===== config.mk =====
export PLATFORM = sky130hd
export DESIGN_NAME = ex_mem_stage_flat
export DESIGN_NICKNAME = d
export VERILOG_FILES = /design/src/rtl/cpu_pkg.sv /design/src/rtl/ex_mem_stage_if.sv /design/src/rtl/flag_reg.sv /design/src/rtl/ex_mem_stage.sv /design/src/flat_wrapper.sv
export SDC_FILE = /design/constraint.sdc
export NUM_CORES = 1
export LEC_CHECK = 0
export ABC_CLOCK_PERIOD_IN_PS = 4720
export BUFFER_PORTS_ARGS = -buffer_cell sky130_fd_sc_hd__buf_2
export CAP_MARGIN = 10
export CORE_MARGIN = 2
export CORE_UTILIZATION = 46
export DETAILED_ROUTE_END_ITERATION = 10
export GPL_TIMING_DRIVEN = 0
export PLACE_DENSITY = 0.84
export SYNTH_ARGS = -nofsm -noshare
export SYNTH_HDL_FRONTEND = slang
export SYNTH_SLANG_ARGS = --single-unit

===== constraint.sdc =====
create_clock -name clk -period 4.72 [get_ports clk]
set_input_delay 0.472 -clock clk [delete_from_list [all_inputs] [get_ports clk]]
set_output_delay 0.472 -clock clk [all_outputs]
set_load 0.03 [all_outputs]

===== src/rtl/cpu_pkg.sv =====
// Shared definitions for the 16-bit pipeline: opcodes, flag layout, stage state.
package cpu_pkg;

  localparam logic [3:0] OpAdd    = 4'h0;
  localparam logic [3:0] OpSub    = 4'h1;
  localparam logic [3:0] OpXor    = 4'h2;
  localparam logic [3:0] OpRed    = 4'h3;
  localparam logic [3:0] OpSll    = 4'h4;
  localparam logic [3:0] OpSra    = 4'h5;
  localparam logic [3:0] OpRor    = 4'h6;
  localparam logic [3:0] OpPaddsb = 4'h7;
  localparam logic [3:0] OpLw     = 4'h8;
  localparam logic [3:0] OpSw     = 4'h9;
  localparam logic [3:0] OpLhb    = 4'hA;
  localparam logic [3:0] OpLlb    = 4'hB;
  localparam logic [3:0] OpB      = 4'hC;
  localparam logic [3:0] OpBr     = 4'hD;
  localparam logic [3:0] OpPcs    = 4'hE;
  localparam logic [3:0] OpHlt    = 4'hF;

  // Bit positions inside the {N,V,Z} flag vector
  localparam int unsigned FlagN = 2;
  localparam int unsigned FlagV = 1;
  localparam int unsigned FlagZ = 0;

  typedef enum logic {StRun, StHalt} state_e;

  // Which flag bits an opcode is allowed to update
  function automatic logic [2:0] flag_mask(input logic [3:0] op);
    logic [2:0] m;
    m = 3'b000;
    case (op)
      OpAdd, OpSub: begin
        m[FlagN] = 1'b1;
        m[FlagV] = 1'b1;
        m[FlagZ] = 1'b1;
      end
      OpXor, OpSll, OpSra, OpRor: m[FlagZ] = 1'b1;
      default: m = 3'b000;
    endcase
    return m;
  endfunction

endpackage


===== src/rtl/ex_mem_stage_if.sv =====
// EX-side inputs and MEM-side registered outputs of the EX/MEM pipeline register.
interface ex_mem_stage_if #(
  parameter int unsigned DW = 16,
  parameter int unsigned RW = 4
);
  logic          ex_vld_i;
  logic [3:0]    ex_opcode_i;
  logic [DW-1:0] ex_alu_out_i;
  logic [2:0]    ex_alu_flag_i;
  logic [DW-1:0] ex_store_data_i;
  logic [RW-1:0] ex_rd_i;
  logic          ex_regwrite_i;
  logic          ex_memread_i;
  logic          ex_memwrite_i;

  logic          mem_vld_o;
  logic [DW-1:0] mem_alu_out_o;
  logic [DW-1:0] mem_store_data_o;
  logic [RW-1:0] mem_rd_o;
  logic          mem_regwrite_o;
  logic          mem_memread_o;
  logic          mem_memwrite_o;

  modport master (
    output ex_vld_i, ex_opcode_i, ex_alu_out_i, ex_alu_flag_i, ex_store_data_i, ex_rd_i,
           ex_regwrite_i, ex_memread_i, ex_memwrite_i,
    input  mem_vld_o, mem_alu_out_o, mem_store_data_o, mem_rd_o, mem_regwrite_o,
           mem_memread_o, mem_memwrite_o
  );

  modport slave (
    input  ex_vld_i, ex_opcode_i, ex_alu_out_i, ex_alu_flag_i, ex_store_data_i, ex_rd_i,
           ex_regwrite_i, ex_memread_i, ex_memwrite_i,
    output mem_vld_o, mem_alu_out_o, mem_store_data_o, mem_rd_o, mem_regwrite_o,
           mem_memread_o, mem_memwrite_o
  );
endinterface


===== src/rtl/flag_reg.sv =====
// 3-bit flag register with per-bit write mask; exposes current and next value.
module flag_reg (
  input  logic       clk,
  input  logic       rst_n,
  input  logic [2:0] we_i,
  input  logic [2:0] d_i,
  output logic [2:0] q_o,
  output logic [2:0] q_next_o
);

  logic [2:0] q_q;

  // Masked bits take new data, the rest hold
  always_comb begin
    q_next_o = (we_i & d_i) | (~we_i & q_q);
  end

  // Flag state; an all-zero mask makes this a hold
  always_ff @(posedge clk or negedge rst_n) begin
    if (!rst_n) begin
      q_q <= 3'b000;
    end else begin
      q_q <= q_next_o;
    end
  end

  assign q_o = q_q;

endmodule


===== src/rtl/ex_mem_stage.sv =====
// EX/MEM pipeline register, architectural flag commit and sticky halt tracking.
module ex_mem_stage
  import cpu_pkg::*;
#(
  parameter int unsigned DW = 16,
  parameter int unsigned RW = 4
) (
  input  logic                 clk,
  input  logic                 rst_n,
  input  logic                 stall_i,
  input  logic                 flush_i,
  ex_mem_stage_if.slave        bus,
  output logic [2:0]           flag_o,
  output logic [2:0]           flag_fwd_o,
  output logic                 halted_o
);

  state_e        state_q, state_d;
  logic          cap;
  logic          load;
  logic          is_hlt;
  logic [2:0]    flag_we;

  logic          vld_q;
  logic [DW-1:0] alu_q;
  logic [DW-1:0] store_q;
  logic [RW-1:0] rd_q;
  logic          regwrite_q;
  logic          memread_q;
  logic          memwrite_q;

  assign is_hlt = (bus.ex_opcode_i == OpHlt);
  // Flush wins over stall, so the register loads (a bubble) when either lets it
  assign load   = ~stall_i | flush_i;
  assign cap    = bus.ex_vld_i & ~flush_i & ~stall_i & (state_q == StRun);

  // Halt is sticky; only reset returns to run
  always_comb begin
    state_d = state_q;
    unique case (state_q)
      StRun:   if (cap && is_hlt) state_d = StHalt;
      StHalt:  state_d = StHalt;
      default: state_d = StRun;
    endcase
  end

  // State register
  always_ff @(posedge clk or negedge rst_n) begin
    if (!rst_n) begin
      state_q <= StRun;
    end else begin
      state_q <= state_d;
    end
  end

  // EX/MEM register; HLT retires as a valid slot with no side effects
  always_ff @(posedge clk or negedge rst_n) begin
    if (!rst_n) begin
      vld_q      <= 1'b0;
      alu_q      <= '0;
      store_q    <= '0;
      rd_q       <= '0;
      regwrite_q <= 1'b0;
      memread_q  <= 1'b0;
      memwrite_q <= 1'b0;
    end else if (load) begin
      vld_q      <= cap;
      alu_q      <= bus.ex_alu_out_i;
      store_q    <= bus.ex_store_data_i;
      rd_q       <= bus.ex_rd_i;
      regwrite_q <= bus.ex_regwrite_i & cap & ~is_hlt & (bus.ex_rd_i != '0);
      memread_q  <= bus.ex_memread_i & cap & ~is_hlt;
      memwrite_q <= bus.ex_memwrite_i & cap & ~is_hlt;
    end
  end

  // Only captured instructions may touch the flags
  always_comb begin
    flag_we = cap ? flag_mask(bus.ex_opcode_i) : 3'b000;
  end

  flag_reg u_flag_reg (
    .clk      (clk),
    .rst_n    (rst_n),
    .we_i     (flag_we),
    .d_i      (bus.ex_alu_flag_i),
    .q_o      (flag_o),
    .q_next_o (flag_fwd_o)
  );

  assign bus.mem_vld_o        = vld_q;
  assign bus.mem_alu_out_o    = alu_q;
  assign bus.mem_store_data_o = store_q;
  assign bus.mem_rd_o         = rd_q;
  assign bus.mem_regwrite_o   = regwrite_q;
  assign bus.mem_memread_o    = memread_q;
  assign bus.mem_memwrite_o   = memwrite_q;
  assign halted_o             = (state_q == StHalt);

endmodule


===== src/flat_wrapper.sv =====
// flat-port wrapper written by rule: the top's interface ports become plain ports
module ex_mem_stage_flat import cpu_pkg::*;
#(
  parameter int unsigned DW = 16,
  parameter int unsigned RW = 4
)
  (clk, rst_n, stall_i, flush_i, flag_o, flag_fwd_o, halted_o, bus_ex_vld_i, bus_ex_opcode_i, bus_ex_alu_out_i, bus_ex_alu_flag_i, bus_ex_store_data_i, bus_ex_rd_i, bus_ex_regwrite_i, bus_ex_memread_i, bus_ex_memwrite_i, bus_mem_vld_o, bus_mem_alu_out_o, bus_mem_store_data_o, bus_mem_rd_o, bus_mem_regwrite_o, bus_mem_memread_o, bus_mem_memwrite_o);
  ex_mem_stage_if #(.DW(DW), .RW(RW)) bus_i ();
  input  logic clk;
  input  logic rst_n;
  input  logic stall_i;
  input  logic flush_i;
  output logic [2:0] flag_o;
  output logic [2:0] flag_fwd_o;
  output logic halted_o;
  input wire logic [$bits(bus_i.ex_vld_i)-1:0] bus_ex_vld_i;
  input wire logic [$bits(bus_i.ex_opcode_i)-1:0] bus_ex_opcode_i;
  input wire logic [$bits(bus_i.ex_alu_out_i)-1:0] bus_ex_alu_out_i;
  input wire logic [$bits(bus_i.ex_alu_flag_i)-1:0] bus_ex_alu_flag_i;
  input wire logic [$bits(bus_i.ex_store_data_i)-1:0] bus_ex_store_data_i;
  input wire logic [$bits(bus_i.ex_rd_i)-1:0] bus_ex_rd_i;
  input wire logic [$bits(bus_i.ex_regwrite_i)-1:0] bus_ex_regwrite_i;
  input wire logic [$bits(bus_i.ex_memread_i)-1:0] bus_ex_memread_i;
  input wire logic [$bits(bus_i.ex_memwrite_i)-1:0] bus_ex_memwrite_i;
  output wire logic [$bits(bus_i.mem_vld_o)-1:0] bus_mem_vld_o;
  output wire logic [$bits(bus_i.mem_alu_out_o)-1:0] bus_mem_alu_out_o;
  output wire logic [$bits(bus_i.mem_store_data_o)-1:0] bus_mem_store_data_o;
  output wire logic [$bits(bus_i.mem_rd_o)-1:0] bus_mem_rd_o;
  output wire logic [$bits(bus_i.mem_regwrite_o)-1:0] bus_mem_regwrite_o;
  output wire logic [$bits(bus_i.mem_memread_o)-1:0] bus_mem_memread_o;
  output wire logic [$bits(bus_i.mem_memwrite_o)-1:0] bus_mem_memwrite_o;
  assign bus_i.ex_vld_i = bus_ex_vld_i;
  assign bus_i.ex_opcode_i = bus_ex_opcode_i;
  assign bus_i.ex_alu_out_i = bus_ex_alu_out_i;
  assign bus_i.ex_alu_flag_i = bus_ex_alu_flag_i;
  assign bus_i.ex_store_data_i = bus_ex_store_data_i;
  assign bus_i.ex_rd_i = bus_ex_rd_i;
  assign bus_i.ex_regwrite_i = bus_ex_regwrite_i;
  assign bus_i.ex_memread_i = bus_ex_memread_i;
  assign bus_i.ex_memwrite_i = bus_ex_memwrite_i;
  assign bus_mem_vld_o = bus_i.mem_vld_o;
  assign bus_mem_alu_out_o = bus_i.mem_alu_out_o;
  assign bus_mem_store_data_o = bus_i.mem_store_data_o;
  assign bus_mem_rd_o = bus_i.mem_rd_o;
  assign bus_mem_regwrite_o = bus_i.mem_regwrite_o;
  assign bus_mem_memread_o = bus_i.mem_memread_o;
  assign bus_mem_memwrite_o = bus_i.mem_memwrite_o;
  ex_mem_stage #(.DW(DW), .RW(RW)) u_core (.clk(clk), .rst_n(rst_n), .stall_i(stall_i), .flush_i(flush_i), .bus(bus_i), .flag_o(flag_o), .flag_fwd_o(flag_fwd_o), .halted_o(halted_o));
endmodule

Word level (Yosys, flattened, before mapping):

Index checks and enable logic that the tools add are counted.

* equal/unequal tests: 6
* mux-type cells: 5
* bitwise operators: 19
* reductions and logical operators: 5

Operators with widths (number)
* $eq A4 B3 Y1 const B: 3
* $and A1 B1 Y1: 10
* $and A3 B3 Y3: 2
* $reduce_or A6 Y1: 1
* $eq A4 B1 Y1 const B: 1
* $eq A4 B2 Y1 const B: 1
* $eq A4 B4 Y1 const B: 1
* $logic_not A4 Y1: 1
* $not A1 Y1: 4
* $reduce_bool A4 Y1: 1
* $mux W3: 1
* $not A3 Y3: 1
* $or A3 B3 Y3: 1
* $mux W1: 2
* $mux W2: 1
* $pmux W1 S2: 1
* $reduce_or A2 Y1: 1
* $logic_and A1 B1 Y1: 1
* $or A1 B1 Y1: 1

* register bits after elaboration: 44
* input port bits: 51
* output and inout bits: 47

Depth between registers and ports, before layout:

* depth after elaboration: 8
* depth in mapped cells: 5

Cells and area by module:

Synthesis repeated with hierarchy kept, for this count alone.

* cells, all modules: 101
* area total of the unflattened synthesis: 1869.3 µm²

By module, submodules not included
* ex_mem_stage: instances 1, cells each 95, area an instance 1749.2 µm²
* flag_reg: instances 1, cells each 6, area an instance 120.1 µm²

Least setup slack after synthesis:

OpenSTA, ideal clock, no wires.

* path kind: reg-to-output
* start: register u_core.state_q (netlist: u_core.halted_o)
* end: output port flag_fwd_o[1]
* arrival: 1.824 ns
* path slack: 2.424 ns
* cell stages (with the launch flop): 4
* buffers on the path: 0
* cells stage by stage: dfrtp_1 > or4b_4 > or4_4 > mux2_4

* word-level cells in the longest chain between the ends: 6
* elaborated cells between the ends (all ways): 7
* those cells by class: 1 x mux; 6 x bitwise

RTL lines
* start, declared: RTL line ex_mem_stage.sv:18 `state_e state_q, state_d;`
* start signal, assigned: RTL line ex_mem_stage.sv:50 `state_q <= StRun;`
* start signal, assigned: RTL line ex_mem_stage.sv:52 `state_q <= state_d;`
* $not A1 Y1 *: RTL line ex_mem_stage.sv:35 `assign cap = bus.ex_vld_i & ~flush_i & ~stall_i & (state_q == StRun);`
* $and A1 B1 Y1 *: RTL line ex_mem_stage.sv:35
* $mux W3 *: RTL line ex_mem_stage.sv:79 `flag_we = cap ? flag_mask(bus.ex_opcode_i) : 3'b000;`
* $not A3 Y3: RTL line flag_reg.sv:15 `q_next_o = (we_i & d_i) | (~we_i & q_q);`
* $and A3 B3 Y3: RTL line flag_reg.sv:15
* $or A3 B3 Y3 *: RTL line flag_reg.sv:15
* end, declared: RTL line flat_wrapper.sv:14 `output logic [2:0] flag_fwd_o;`

Every way passes the cells marked *; elsewhere a longest branch is shown, timed or not.

Final worst setup path:

* start: register u_core.state_q (netlist: u_core.halted_o)
* end: output port flag_fwd_o[2]

Same word-level chain as after synthesis.

==> results_dict.tcl <==
set metrics [dict create \
    yosys_warnings 0 \
    ys_types 16 \
    vias 1502 \
    slew-limit-headroom_pct 38.9 \
    syn_avg_cell_area_um2 9.53 \
    rsz0062_at_grt "false" \
    overflow 0 \
    leakagePower_uw 0.00135 \
    fmax_ghz 0.369 \
    drtPass1Iterations 4 \
    cp_max_fo 5 \
    first_global_vias 1438 \
    pin_count 98 \
    min_path_type "in2async" \
    final_cell_area_um2 2290 \
    cts_max_level 2 \
    seq_area_frac_synth_pct 65.3 \
    synth_nets 228 \
    power_density_nw_per_um2 355 \
    die_w_um 64.6 \
    grt.total_usage_pct 20.4 \
    final.setup.worst_slack_ns 2.01 \
    syn_inst 177 \
    synth_top_area_share_pct 65.3 \
    die_area_um2 4170 \
    skew_ns 0.00657 \
    root_buffer "clkbuf_4" \
    tightest_slew_ns 0.917 \
    fp.dieH_um 64.6 \
    preCtsSetupSlack_ns 2.13 \
    layout_common_cells "nand2_1 (110), buf_2 (97), dfrtp_1 (44)" \
    synthToLayoutAreaGrowth_pct 35.7 \
    drv_cap 0 \
    final_antenna_net_count 0 \
    dp.cells 320 \
    layout_min_cycle_time_ns 2.71 \
    place.gp.congestion 0.672 \
    placementRows 21 \
    via_per_inst 4.58 \
    synth_area_leaders "dfrtp_1 (65%), nand2_1 (24%), clkbuf_1 (1.8%)" \
    hold_viol 0 \
    core_um2 3420 \
    cts_setup_buffers 0 \
    initial_core_util_pct 49.4 \
    grt_pass1_wl_um 6420 \
    postCtsResizedCells 0 \
    initialDrtViolationCount 60 \
    criticalPathCategory "reg2out" \
    antenna_found_initial 0 \
    postPlaceCellArea_um2 2230 \
    worstPathRequired_ns 4.25 \
    grt_max_degree 45 \
    final_cells 328 \
    vdd_drop_max_v 0.000213 \
    setup_tns_ns 0 \
    status "finished clean" \
    finalCritPeriodShare_pct 57.4 \
    wl_um 3840 \
    cp-start-kind "flop" \
    finalSetupViolCount 0 \
    arrival_ns 2.24 \
    synth_seq_cells 44 \
    ctsHoldBuffers 0 \
    numCtsBuffers 5 \
    drive_gt1_share_pct 38.3 \
    crit_path_end_kind "output port" \
    synth_area_um2 1690 \
    drc 0 \
    maxSlewViolCount 0 \
    clock-sinks 44 \
    diodes 0 \
    path_clk_slew_ns 0.11 \
    num-nets-final 332 \
    hpwlAfterDp_um 2940 \
    clockBufferDepth 2 \
    synth_top_area_cell "dfrtp_1" \
    insertion_delay_ns 0.34 \
    final_common_cell "nand2_1" \
    tritoncts "done" \
    io_buffer_count 97 \
    post_drt_wl_per_cell_um 11.7 \
]
-- cells in the mapped netlist (all sizes together) --
cell,count
clkbuf,8
mux2,3
nor2b,1
nand2b,1
or4,2
a32o,1
nand4,1
a211oi,1
nand2,110
dfrtp,44
or4b,1
o21bai,1
and2b,1
a22o,2
-- registers in the layout, summed over array words and instances, names as in the netlist --
| signal | flops |
|---|---|
| u_core.bus.mem_memread_o | 1 |
| u_core.bus.mem_alu_out_o | 16 |
| u_core.halted_o | 1 |
| u_core.bus.mem_regwrite_o | 1 |
| u_core.bus.mem_rd_o | 4 |
| u_core.bus.mem_store_data_o | 16 |
| u_core.u_flag_reg.q_o | 3 |
| u_core.bus.mem_vld_o | 1 |
| u_core.bus.mem_memwrite_o | 1 |
-- worst paths after layout --
path                                                         to  cells past startpoint  slack, ns                            start
worst min register to register  u_core.bus.mem_store_data_o[14]                      2       0.47  u_core.bus.mem_store_data_o[14]
worst min-delay path                  u_core.bus.mem_regwrite_o                      1       0.25                            rst_n
max in group asynchronous        u_core.bus.mem_store_data_o[1]                      1       3.91                            rst_n
worst max-delay path                              flag_fwd_o[2]                      4       2.01                  u_core.halted_o
worst max register to register         u_core.u_flag_reg.q_o[2]                      3       2.89                  u_core.halted_o
min in group clk                    u_core.bus.mem_alu_out_o[1]                      3       0.31              bus_ex_alu_out_i[1]
-- metal layers --
metal	wire length, µm	GRT usage (%)	vias to the layer above
met2	1850	34.8	63
met4	40	5.59	0
met5	0	0	-
li1	-	-	760
met1	1620	24.4	674
met3	329	7.47	5
-- report_power, final --
part | total, µW | leakage (µW) | switching [µW] | internal [µW]
registers | 428 | 0.000535 | 17.8 | 411
clock network | 181 | 0.0000326 | 107 | 73.6
logic | 202 | 0.000778 | 139 | 63.6
total | 812 | 0.00135 | 264 | 548
-- per-stage QoR --
| step | hold WS [ns] | utilization [%] | power, µW |
|---|---|---|---|
| 2_1_floorplan | 0.176 | - | 560 |
| 3_3_place_gp | 0.444 | 65.3 | 634 |
| 3_5_place_dp | 0.450 | 65.3 | 641 |
| 4_1_cts | 0.273 | 67.0 | 820 |
| 5_1_grt | 0.293 | 67.0 | 858 |
| 6_report | 0.253 | 67.0 | 812 |
-- critical path, stage by stage (launching register included) --
cell	delay (ns)
dfrtp_1	0.41
or4b_4	0.52
or4_4	0.47
mux2_4	0.33
buf_2	0.18
-- cells by family (layout without fill, tap and decap cells) --
| kind of cell | Yosys count | in the layout | synth area share, % |
|---|---|---|---|
| muxes | 3 | 3 | 2.45 |
| buffers and inverters | 8 | 113 | 1.78 |
| and+or+nand+nor | 117 | 117 | 28.0 |
| AOI/OAI and AO/OA | 5 | 5 | 2.52 |
| DFF | 44 | 44 | 65.3 |
-- layout make-up --
cell class	instances	area, µm²
sequential	44	1100
multi-input combinational	125	556
buffer	8	30.0
clock buffer	8	58.8
tap	46	57.6
timing repair buffer	97	485
fill	304	1130
(Power assumes the default switching activity.)
